--- src/rtl/spi_pkg.sv ---
// Shared types, mode encodings and edge-selection helper for the SPI slave.
package spi_pkg;

  // {CPOL,CPHA} encodings of the four SPI modes
  localparam logic [1:0] SPI_MODE0 = 2'b00;
  localparam logic [1:0] SPI_MODE1 = 2'b01;
  localparam logic [1:0] SPI_MODE2 = 2'b10;
  localparam logic [1:0] SPI_MODE3 = 2'b11;

  typedef enum logic {
    IDLE,
    ACTIVE
  } state_t;

  // Returns 1 when the sample edge is the rising sclk edge.
  // Leading edge is rising for CPOL=0; sampling on leading needs CPHA=0.
  function automatic logic sample_on_rising(input logic cpol, input logic cpha);
    return (cpol == cpha);
  endfunction

endpackage

--- src/rtl/sync2.sv ---
// Two-flop synchroniser with asynchronous active-high reset to RST_VAL.
module sync2 #(
  parameter logic RST_VAL = 1'b0
) (
  input  logic clk,
  input  logic rst,
  input  logic d,
  output logic q
);

  logic meta;

  // Double-register the asynchronous input into the clk domain
  always_ff @(posedge clk or posedge rst) begin
    if (rst) begin
      meta <= RST_VAL;
      q    <= RST_VAL;
    end else begin
      meta <= d;
      q    <= meta;
    end
  end

endmodule

--- src/rtl/spi_slave_core.sv ---
// Oversampling SPI slave: all four modes, configurable width and bit order,
// back-to-back words within one ss window, tx holding register handshake.
module spi_slave_core
  import spi_pkg::*;
#(
  parameter int DATA_W    = 8,
  parameter int CPOL      = 0,
  parameter int CPHA      = 0,
  parameter int MSB_FIRST = 1
) (
  input  logic              clk,
  input  logic              rst,
  input  logic              sclk,
  input  logic              ss,
  input  logic              mosi,
  output logic              miso,
  input  logic [DATA_W-1:0] tx_data,
  input  logic              tx_load,
  output logic              tx_ready,
  output logic [DATA_W-1:0] rx_data,
  output logic              rx_valid,
  output logic              tx_underrun,
  output logic              busy
);

  localparam int              CNT_W       = $clog2(DATA_W);
  localparam logic [CNT_W-1:0] LAST       = CNT_W'(DATA_W - 1);
  localparam logic            SAMPLE_RISE = sample_on_rising(1'(CPOL), 1'(CPHA));

  logic              sclk_s, ss_s, mosi_s, sclk_d;
  state_t            state, state_nxt;
  logic [CNT_W-1:0]  cnt;
  logic [DATA_W-1:0] rx_sh, rx_next;
  logic [DATA_W-1:0] tx_sh, tx_shifted;
  logic [DATA_W-1:0] hold;
  logic              unr_pend;
  logic              rise, fall, sample_ev, shift_ev;
  logic              entry, abort, word_done, start, consume;

  sync2 #(.RST_VAL(1'(CPOL))) u_sync_sclk (.clk(clk), .rst(rst), .d(sclk), .q(sclk_s));
  sync2 #(.RST_VAL(1'b1))     u_sync_ss   (.clk(clk), .rst(rst), .d(ss),   .q(ss_s));
  sync2 #(.RST_VAL(1'b0))     u_sync_mosi (.clk(clk), .rst(rst), .d(mosi), .q(mosi_s));

  // Delayed copy of synchronised sclk for edge detection
  always_ff @(posedge clk or posedge rst) begin
    if (rst) sclk_d <= 1'(CPOL);
    else     sclk_d <= sclk_s;
  end

  // Edge classification, word boundaries and shift-register next values
  always_comb begin
    rise       = sclk_s & ~sclk_d;
    fall       = ~sclk_s & sclk_d;
    sample_ev  = (state == ACTIVE) && !ss_s && (SAMPLE_RISE ? rise : fall);
    shift_ev   = (state == ACTIVE) && !ss_s && (SAMPLE_RISE ? fall : rise);
    entry      = (state == IDLE) && !ss_s;
    abort      = (state == ACTIVE) && ss_s;
    word_done  = sample_ev && (cnt == LAST);
    start      = entry || word_done;
    consume    = start && !tx_ready;
    if (MSB_FIRST != 0) begin
      rx_next    = {rx_sh[DATA_W-2:0], mosi_s};
      tx_shifted = {tx_sh[DATA_W-2:0], 1'b0};
    end else begin
      rx_next    = {mosi_s, rx_sh[DATA_W-1:1]};
      tx_shifted = {1'b0, tx_sh[DATA_W-1:1]};
    end
  end

  // FSM state register
  always_ff @(posedge clk or posedge rst) begin
    if (rst) state <= IDLE;
    else     state <= state_nxt;
  end

  // FSM next state: follows synchronised ss
  always_comb begin
    state_nxt = state;
    case (state)
      IDLE:    if (!ss_s) state_nxt = ACTIVE;
      ACTIVE:  if (ss_s)  state_nxt = IDLE;
      default: state_nxt = IDLE;
    endcase
  end

  // Holding register handshake: a word-start consume takes priority,
  // and a same-cycle load refills the register straight away
  always_ff @(posedge clk or posedge rst) begin
    if (rst) begin
      hold     <= '0;
      tx_ready <= 1'b1;
    end else if (consume) begin
      if (tx_load) hold <= tx_data;
      tx_ready <= !tx_load;
    end else if (tx_load && tx_ready) begin
      hold     <= tx_data;
      tx_ready <= 1'b0;
    end
  end

  // Shift datapath, bit counter, rx word capture and strobes.
  // The next word is preloaded when a word completes so its first bit is on
  // miso before the master samples it; an empty holding register at that
  // point only flags underrun once the master actually clocks that word.
  always_ff @(posedge clk or posedge rst) begin
    if (rst) begin
      cnt         <= '0;
      rx_sh       <= '0;
      tx_sh       <= '0;
      rx_data     <= '0;
      rx_valid    <= 1'b0;
      tx_underrun <= 1'b0;
      unr_pend    <= 1'b0;
    end else begin
      rx_valid    <= 1'b0;
      tx_underrun <= 1'b0;
      if (abort) begin
        cnt      <= '0;
        rx_sh    <= '0;
        tx_sh    <= '0;
        unr_pend <= 1'b0;
      end else begin
        if (start) tx_sh <= tx_ready ? '0 : hold;
        else if (shift_ev && cnt != '0) tx_sh <= tx_shifted;
        if (entry) tx_underrun <= tx_ready;
        if (sample_ev) begin
          rx_sh <= rx_next;
          if (cnt == '0 && unr_pend) begin
            tx_underrun <= 1'b1;
            unr_pend    <= 1'b0;
          end
          if (cnt == LAST) begin
            cnt      <= '0;
            rx_data  <= rx_next;
            rx_valid <= 1'b1;
            unr_pend <= tx_ready;
          end else begin
            cnt <= cnt + 1'b1;
          end
        end
      end
    end
  end

  // Serial output and status
  always_comb begin
    busy = (state == ACTIVE);
    miso = 1'b0;
    if (busy) miso = (MSB_FIRST != 0) ? tx_sh[DATA_W-1] : tx_sh[0];
  end

endmodule

--- config.mk ---
export PLATFORM = sky130hd
export DESIGN_NAME = spi_slave_core
export DESIGN_NICKNAME = d
export VERILOG_FILES = /design/src/rtl/spi_pkg.sv /design/src/rtl/sync2.sv /design/src/rtl/spi_slave_core.sv
export SDC_FILE = /design/constraint.sdc
export NUM_CORES = 1
export LEC_CHECK = 0
export ABC_AREA = 1
export CORE_MARGIN = 5
export CORE_UTILIZATION = 58
export DETAILED_ROUTE_END_ITERATION = 10
export PLACE_DENSITY = 0.83
export SYNTH_ARGS = -nofsm -noshare
export SYNTH_HDL_FRONTEND = slang
export SYNTH_SLANG_ARGS = --single-unit
--- constraint.sdc ---
create_clock -name clk -period 4 [get_ports clk]
set_input_delay 0.6 -clock clk [delete_from_list [all_inputs] [get_ports clk]]
set_output_delay 0.6 -clock clk [all_outputs]
set_load 0.1 [all_outputs]
# [After elaboration in Yosys (flattened, before gate mapping)]
# Cells that the tools add are included.
[classes] reduce_logical=23 n_eq_ne=2 mux=27 addsub=1 bitwise=6
[ops] operator="two-way mux 8 bit" count=7
[ops] operator="two-way mux 1 bit" count=15
[ops] operator="two-way mux 7 bit" count=2
[ops] operator="logical AND 1 bit" count=10
[ops] operator="two-way mux 3 bit" count=3
[ops] operator="nonzero test 3 bit" count=3
[ops] operator="NOT 1 bit" count=4
[ops] operator="AND reduction 2 bit" count=2
[ops] operator="nonzero test 2 bit" count=2
[ops] operator="adder 3 x 1 -> 3 bit (second input constant)" count=1
[ops] operator="== test 3 bit (second input constant)" count=1
[ops] operator="zero test 1 bit" count=3
[ops] operator="zero test 3 bit" count=1
[ops] operator="AND reduction 3 bit" count=1
[ops] operator="AND 1 bit" count=2
[ops] operator="inequality test 2 bit (second input constant)" count=1
[ops] operator="logical OR 1 bit" count=1
[word_totals] word_cells=76 output_inout_bits=13 reg_bits=46 in_bits=14

# [Logic depth before layout (Yosys ltp)]
# Gate-level depths: netlist of run 1.
[depth] depth_word=8 depth_mapped=10 ltp_nobuf=10

# [Modules after synthesis]
# From an unflattened synthesis of run 1, not the netlist that was laid out.
[unflattened] hier_cells=218 hier_area_um2=2003.2
[modules_own_cells] mod="spi_slave_core" cells_each=209 instances=1 seq_area_each_um2=1002.2 area_each_um2=1839.3
[modules_own_cells] mod="sync2 at u_sync_mosi ..." cells_each=3 instances=2 seq_area_each_um2=50.0 area_each_um2=53.8
[modules_own_cells] mod="sync2 at u_sync_ss" cells_each=3 instances=1 seq_area_each_um2=52.6 area_each_um2=56.3

# [Worst setup path after synthesis of run 1]
# Ideal clock, no wire load.
[synth_timing] path_type="flip-flop to output port" start="reg state, in the netlist busy" end="out miso" stages_incl_launch_ff=3 required_ns=3.400 slack_ns=1.716 arrival_ns=1.684 path_buffers=0 cell_sequence="dfrtp_1 nand2_1 inv_1"
[synth_via] elab_chain_len=1
[synth_lines] element="start: declaration" line_no="spi_slave_core.sv:31" rtl="state_t state, state_nxt;"
[synth_lines] element="start signal: assignment" line_no="spi_slave_core.sv:73" rtl="else state <= state_nxt;"
[synth_lines] element="two-way mux 1 bit" line_no="spi_slave_core.sv:149" rtl="if (busy) miso = (MSB_FIRST != 0) ? tx_sh[DATA_W-1] : tx_sh[0];"
[synth_lines] element="end: declaration" line_no="spi_slave_core.sv:16" rtl="output logic miso,"
# No other way between the ends.

# [Final worst setup path of run 1]
[layout_timing] start="reg tx_ready" end="out tx_ready"
[layout_lines] element="start: declaration" line_no="spi_slave_core.sv:19" rtl="output logic tx_ready,"
[layout_lines] element="start signal: assignment" line_no="spi_slave_core.sv:94" rtl="tx_ready <= !tx_load;"
# No word-level cell between the ends.

==> metrics.cfg, run 1 <==
[status]
status=finished, final reports clean

[place]
numPortBuffers=26
place_hpwl_mm=2.50
place.gp.congestion=0.774

[clocking]
cts_resized=0
cts_buffer_depth=2
cts_tree=done
clk-insertion-delay-late_ps=370
cts-root-buf=clkbuf_4
clkSinkCount=46
cts_hold_buf=0
cts_buffers=5
htree_num_levels=2
clk_pin_slew_ps=120
cts_setup_buffers=0

[setup_path]
critPathKind=reg2out
worst-path-buf-inv=1
end_kind=primary output
path_cells=clkdlybuf4s50_1
required_ps=3400
start_kind=flip-flop
critPathSlowestCell=clkdlybuf4s50_1
cpPeakStageDelay_ps=1170
worstPathArrival_ps=2170
crit_family=buffers and inverters
cp_max_fo=10

[grt]
grt_max_degree=47
overflow=0
antenna_found_initial=0
grt_pass1_wl_mm=6.31
grt_pass1_vias=1433
grt_usage=0.162

[sta]
timing.final.crit_share=0.693
max_freq_ghz=0.361
fin_skew_ps=8.37
final.min_clock_period_ps=2770
setup_viol=0
fin_setup_tns_ps=0
maxSlewViolCount=0
worstMarginPinSlew_ps=984
max-slew-margin-rel=0.342
hold_violations=0
rsz0062_at_grt=no

[cells_and_area]
fillerInstances=276
drive_above_1_share=0.0941
final_cell_mix=nand2_1 (72), dfrtp_1 (43), nand3_1 (28)
diodes=0
syn2layout_area_growth_pct=16.1
multi_input_area_um2=727
final_nets=272
register_area_um2=1150
final_common_cell=nand2_1

[logic_synthesis]
synth_seq_area_share=0.561
netlist_area_um2=2060
synth_top_area_cell=dfrtp_1
yosysWarnings=0
synth.top_cell.area_share=0.523
syn-instance-count=226
synth.distinct_cells=23
ys_seq_elements=46
synth_fp_nets=244
synth.area.top_cells=dfrtp_1 (52%), nand2_1 (13%), nand3_1 (6.8%)
syn_area_per_cell_um2=9.10

[routing]
drt_iter0_markers=91
antenna_left=0
routedWlPerCell_um=11.9
firstDrtPassIters=4
drc=0
num_vias=1514
viasPerCell=5.03
drt_wl_total_mm=3.57

[floorplanning]
core_area_um2=3390
row_count=21
initial_core_util=0.607
die_w_um=69.6
fp.dieArea_um2=4840
num_io_pins=27
fp.dieH_um=69.6

[power]
p_total_uw=884
leakage_uw=0.00125
ir_worst_vdd_uv=233
p_per_area_nw_per_um2=370

[hold_path]
hp-class=reg2reg

[job]
cap_viol_max_count=0

## registers in the layout, indices dropped and copies added (netlist names)
name / count
hold: 8
tx_sh: 8
busy: 1
u_sync_ss.meta: 1
rx_valid: 1
u_sync_mosi.q: 1
sclk_d: 1
u_sync_mosi.meta: 1
u_sync_sclk.q: 1
unr_pend: 1
rx_sh: 7
u_sync_sclk.meta: 1
rx_data: 8
cnt: 3
tx_ready: 1
u_sync_ss.q: 1
tx_underrun: 1
## logic make-up (layout without fill, tap and decap cells)
kind of cell,after synthesis,in the layout,synth area share
flip-flops,46,46,0.561
AO/OA/AOI/OAI,22,22,0.0572
AND/OR/NAND/NOR,118,118,0.272
adder cells (fa/ha/maj),4,4,0.0243
buffers and inverters,36,65,0.0852
## through the flow
step / cell area (µm²) / worst slack (ps) / utilization / hold WS [ps] / cells
6_report: 2390 / 1230 / 0.705 / 358 / 301
5_1_grt: 2390 / 1150 / 0.705 / 362 / 301
4_1_cts: 2390 / 1210 / 0.705 / 365 / 301
3_5_place_dp: 2330 / 1620 / 0.687 / 351 / 293
3_3_place_gp: 2330 / 1640 / 0.687 / 332 / 293
2_1_floorplan: 2060 / 1720 / - / 331 / 226
## layout make-up
class	count	area share
sequential	46	0.484
multi-input combinational	144	0.304
timing repair buffer	27	0.112
inverter	30	0.0513
clock buffer	8	0.0246
tap	46	0.0241
## cell usage after synthesis
library cell and number:
o22ai_1 6, a21oi_1 2, nand3_1 28, nand2_4 2, nand2_1 72, ha_1 4
clkbuf_1 1, clkbuf_8 1, buf_2 1, buf_6 2, inv_1 27, buf_4 1
nand2_2 3, nand2_8 2, o21ai_0 14, nand3_4 1, nor2_1 7, dfstp_2 3
nor2_4 1, nor2_2 2, inv_2 1, dfrtp_1 43, inv_6 2
## routing by layer
metal | routed length, µm | share of wire | track usage | vias up
li1 | - | - | - | 765
met1 | 1680 | 0.47 | 0.219 | 706
met2 | 1610 | 0.45 | 0.245 | 34
met3 | 216 | 0.061 | 0.0449 | 9
met4 | 63 | 0.018 | 0.0716 | 0
met5 | 0 | 0 | 0 | -
## path summary, 6_finish.rpt
kind / from / end / slack (ps) / cells after the start
hold reg to reg: u_sync_ss.meta / u_sync_ss.q / 360 / 0
setup reg to reg: busy / unr_pend / 2380 / 6
min in group asynchronous: rst / rx_data[1] / 660 / 3
setup / recovery: tx_ready / tx_ready / 1230 / 1
max in group asynchronous: rst / tx_ready / 2950 / 3
hold / removal: u_sync_ss.meta / u_sync_ss.q / 360 / 0
## report_power, final
part / total, µW / internal (µW) / switching, µW
logic: 136 / 48.4 / 87.1
registers: 522 / 501 / 21.1
clock network: 226 / 86.8 / 139
No activity file was read; power rests on OpenSTA's default activity.
==> run 2, diff against run 1 <==
--- a/config.mk
+++ b/config.mk
@@ -7,9 +7,9 @@
 export LEC_CHECK = 0
 export ABC_AREA = 1
 export CORE_MARGIN = 5
-export CORE_UTILIZATION = 58
+export CORE_UTILIZATION = 49
 export DETAILED_ROUTE_END_ITERATION = 10
-export PLACE_DENSITY = 0.83
+export PLACE_DENSITY = 0.75
 export SYNTH_ARGS = -nofsm -noshare
 export SYNTH_HDL_FRONTEND = slang
 export SYNTH_SLANG_ARGS = --single-unit
==> constraint.sdc (replaced) <==
create_clock -name clk -period 2.4 [get_ports clk]
set_input_delay 0.36 -clock clk [delete_from_list [all_inputs] [get_ports clk]]
set_output_delay 0.36 -clock clk [all_outputs]
set_load 0.1 [all_outputs]
==> metrics.cfg, run 2 (synthesized netlist as in run 1, its figures left out) <==
[status]
status=finished, final reports clean

[place]
dp_slack_ps=838  ; -786 ps
place_hpwl_mm=2.45  ; -2.2%
numPortBuffers=26  ; unchanged
place.gp.congestion=0.836  ; +8.1%

[power]
p_comb_frac=0.143  ; -0.010
internal_power_uw=1150  ; +81%
leakage_uw=0.00129  ; +3.6%
seq_power_share=0.555  ; -0.036
p_per_area_nw_per_um2=651  ; +76%
power.share.switching=0.267  ; -0.0130
switchingPower_uw=419  ; +69%
ir_worst_vdd_uv=342  ; +47%
clock_power_share=0.303  ; +0.047

[grt]
antenna_found_initial=0  ; unchanged
overflow=0  ; unchanged
grt_max_degree=47  ; unchanged
grt_pass1_vias=1397  ; -2.5%
grt_pass1_wl_mm=6.18  ; -2.2%
grt_usage=0.148  ; -0.0145

[routing]
firstDrtPassIters=4  ; unchanged
drt_wl_total_mm=3.47  ; -2.9%
antenna_left=0  ; unchanged
drt_iter0_markers=95  ; +4.4%
viasPerCell=4.79  ; -4.8%
drc=0  ; unchanged
routedWlPerCell_um=11.4  ; -4.1%
num_vias=1460  ; -3.6%

[setup_path]
r2r_slack_ps=830  ; -1550 ps
reg2regPathDepth=9  ; +3
worstPathArrival_ps=1260  ; -910 ps
crit_family=flip-flops
worst-path-buf-inv=1  ; unchanged
cpPeakStageDelay_ps=640  ; -530 ps
critPathSlowestCell=dfstp_2
path_cells=buf_4
r2r-end=hold[3]
critPathKind=reg2out
end_kind=primary output
cp_max_fo=10  ; unchanged
start_kind=flip-flop
required_ps=2040  ; -1360 ps
r2r-start=cnt[0]

[clocking]
clkSinkCount=46  ; unchanged
cts_buffers=5  ; unchanged
cts_buffer_depth=2  ; unchanged
cts_resized=0  ; unchanged
cts_setup_buffers=0  ; unchanged
clk_pin_slew_ps=80  ; -40 ps
cts_hold_buf=0  ; unchanged
cts-root-buf=clkbuf_8
cts_tree=done
htree_num_levels=2  ; unchanged
clk-insertion-delay-late_ps=290  ; -80 ps

[cells_and_area]
drive_above_1_share=0.149  ; +0.0549
syn2layout_area_growth_pct=17.0
final_cell_mix=nand2_1 (72), dfrtp_1 (43), nand3_1 (28)
final_common_cell=nand2_1
final_nets=272  ; unchanged
reg_top3=hold: 8 flops, rx_data: 8 flops, tx_sh: 8 flops
diodes=0  ; unchanged

[floorplanning]
initial_core_util=0.511  ; -0.0963
fp.dieH_um=74.8  ; +7.5%
row_count=23  ; +9.5%
die_w_um=74.8  ; +7.5%
fp.dieArea_um2=5590  ; +16%
num_io_pins=27  ; unchanged
core_area_um2=4030  ; +19%

[hold_path]
hp-class=reg2reg
whs_endpoint=u_sync_sclk.q
hold_path_startpoint=u_sync_sclk.meta
worst_hold_path.num_cells=0  ; unchanged

[sta]
fin_setup_tns_ps=0  ; unchanged
hold_ws_ps=353  ; -5.71 ps
fin_ws_ps=781  ; -446 ps
hold_violations=0  ; unchanged
worstMarginPinSlew_ps=405  ; -579 ps
max_freq_ghz=0.618
setup_viol=0  ; unchanged
rsz0062_at_grt=no
final.min_clock_period_ps=1620
timing.final.crit_share=0.674
max-slew-margin-rel=0.729  ; +0.387
fin_skew_ps=2.72  ; -5.66 ps
maxSlewViolCount=0  ; unchanged

[job]
cap_viol_max_count=0  ; unchanged

run 2: power by group through the flow:
stage	Sequential [µW]	Clock [µW]	Combinational (µW)
floorplan	891	0	157
global placement	881	0	224
global route	876	523	261
CTS	868	493	228
finish	869	474	224
detailed placement	883	0	227
run 2: stage by stage:
stage               instances  instance area, µm²  power, µW  utilization
floorplan                 226                2060       1050            -
global placement          297                2310       1110        0.575
detailed placement        297                2310       1110        0.575
CTS                       305                2410       1590        0.597
global route              305                2410       1660        0.597
finish                    305                2410       1570        0.597
run 2: cell type report:
type                    count  area, µm²
multi-input cells         144        727
clock inverters             1       5.00
fillers                   371       1620
well taps                  50       62.6
inverters                  30        123
clock buffers               7       86.3
repair buffers             27        248
flip-flops and latches     46       1150
run 2: worst max path at each step:
stage,startpoint,to,cells past startpoint
3_5_place_dp,cnt[0],hold[3],9
3_3_place_gp,cnt[0],hold[7],9
5_1_grt,busy,unr_pend,6
4_1_cts,tx_ready,tx_ready,1
2_1_floorplan,busy,miso,2
6_report,tx_ready,tx_ready,1
run 2: layer usage:
layer	up-vias	global-route usage	routed length, µm
met5	-	0	0
met1	660	0.192	1740
met2	33	0.231	1500
met3	4	0.0441	193
li1	763	-	-
met4	0	0.0652	31
==> run 3, diff against run 2 <==
==> constraint.sdc (replaced) <==
create_clock -name clk -period 1.4 [get_ports clk]
set_input_delay 0.21 -clock clk [delete_from_list [all_inputs] [get_ports clk]]
set_output_delay 0.21 -clock clk [all_outputs]
set_load 0.1 [all_outputs]
==> metrics.cfg, run 3 (synthesized netlist as in run 1, its figures left out) <==
[floorplanning]
row_count=23  ; unchanged
initial_core_util=0.511  ; unchanged
fp.dieH_um=74.8  ; unchanged
core_area_um2=4030  ; unchanged
num_io_pins=27  ; unchanged
die_w_um=74.8  ; unchanged
fp.dieArea_um2=5590  ; unchanged

[place]
place_hpwl_mm=2.77  ; +13%
numPortBuffers=26  ; unchanged
dp_slack_ps=-77.6  ; -916 ps
place.gp.congestion=0.872  ; +4.3%

[setup_path]
critPathSlowestCell=dfrtp_1
r2r-start=cnt[1]
reg2regPathDepth=9  ; unchanged
start_kind=flip-flop
required_ps=1590  ; -450 ps
cpPeakStageDelay_ps=420  ; -220 ps
path_common_cell=nand2_1
worstPathArrival_ps=1600  ; +340 ps
path_cells=ha_4 -> ha_4 -> nand3_4 -> buf_4 -> nand2_4 -> nand2_1 -> nand2_1 -> nand3_1 -> nand2_1
critPathKind=reg2reg
crit_path_start=cnt[1]
cp_max_fo=4  ; -6
end_kind=flip-flop

[power]
ir_worst_vdd_uv=735  ; +110%
leakage_uw=0.00141  ; +9.0%
p_per_area_nw_per_um2=1060  ; +63%

[clocking]
cts_buffer_depth=2  ; unchanged
clk_pin_slew_ps=90  ; about the same
htree_num_levels=2  ; unchanged
cts_buffers=5  ; unchanged
clk-insertion-delay-late_ps=300  ; about the same
clkSinkCount=46  ; unchanged
cts-root-buf=clkbuf_8
cts_tree=done

[sta]
maxSlewViolCount=0  ; unchanged
fin_skew_ps=10.7  ; +8.00 ps
setup_viol=11  ; +11
fin_ws_ps=-13.9  ; -795 ps
timing.final.crit_share=1.01
rsz0062_at_grt=yes
max_freq_ghz=0.707
final.min_clock_period_ps=1410
max-slew-margin-rel=0.772  ; +0.0425
hold_ws_ps=245  ; -108 ps
worstMarginPinSlew_ps=342  ; -63.5 ps
hold_violations=0  ; unchanged

[grt]
overflow=0  ; unchanged
grt_pass1_vias=1486  ; +6.4%
grt_pass1_wl_mm=6.65  ; +7.7%
antenna_found_initial=0  ; unchanged
grt_usage=0.155  ; +0.00732
grt_max_degree=47  ; unchanged

[routing]
routedWlPerCell_um=13.0  ; +15%
antenna_left=0  ; unchanged
drc=0  ; unchanged
viasPerCell=4.98  ; +3.9%
drt_wl_total_mm=4.17  ; +20%
firstDrtPassIters=4  ; unchanged
drt_iter0_markers=127  ; +34%
num_vias=1592  ; +9.0%

[cells_and_area]
syn2layout_area_growth_pct=36.9
diodes=0  ; unchanged
final_common_cell=nand2_1
fin_util=0.699  ; +0.102
final_cell_mix=nand2_1 (62), dfrtp_1 (42), nand3_1 (28)
reg_top3=hold: 8 flops, rx_data: 8 flops, tx_sh: 8 flops
final_nets=287  ; +5.5%
drive_above_1_share=0.259  ; +0.110

[job]
cap_viol_max_count=0  ; unchanged

[hold_path]
hp-class=in2async

[status]
violations=setup timing
status=finished, violations left

==> run 3: stage by stage <==
step / cell area, µm² / std cells / setup TNS (ps) / power (µW)
floorplan: 2070 / 226 / -1210 / 1800
global placement: 2570 / 307 / -378 / 1930
detailed placement: 2570 / 307 / -970 / 1940
CTS: 2710 / 315 / 0 / 2960
global route: 2820 / 320 / -1040 / 3120
finish: 2820 / 320 / -85.6 / 2990
==> run 3: repair_timing <==
item                       4_1_cts  5_1_grt
buffers inserted                 0        3
hold buffers                     0        0
pin swaps                        0        8
resized for setup                6       19
gates cloned                     0        2
setup endpoints to repair       18       23
==> run 3: layer usage <==
| metal | wire length [µm] | vias up | GRT usage |
|---|---|---|---|
| li1 | - | 794 | - |
| met1 | 1890 | 753 | 0.221 |
| met2 | 2040 | 40 | 0.238 |
| met3 | 185 | 5 | 0.0360 |
| met4 | 53 | 0 | 0.0474 |
| met5 | 0 | - | 0 |
==> run 3: critical path, delay by kind of cell, from the launching register on <==
family | cells | cell delay (ps)
adders and majority gates | 2 | 350
buffers and inverters | 1 | 140
DFF | 1 | 420
and+or+nand+nor | 6 | 400
==> run 3: power breakdown <==
part	total (µW)	switching (µW)	internal (µW)
logic	473	285	188
registers	1510	72.9	1430
clock network	1010	425	582
==> run 3: area by class of cell <==
cell class              instances  area, µm²
multi-input cells             146        825
clock buffers                   7       86.3
fillers                       306       1210
flip-flops and latches         46       1160
clock inverters                 1       30.0
inverters                      30        139
well taps                      50       62.6
repair buffers                 40        512
==> run 3: final timing paths <==
path | slack, ps | to
max reg2reg | -10 | tx_sh[7]
min | 250 | rx_sh[2]
max in group asynchronous | 870 | u_sync_ss.meta
min reg2reg | 350 | u_sync_mosi.q
max | -10 | tx_sh[7]
min in group clk | 320 | u_sync_ss.meta
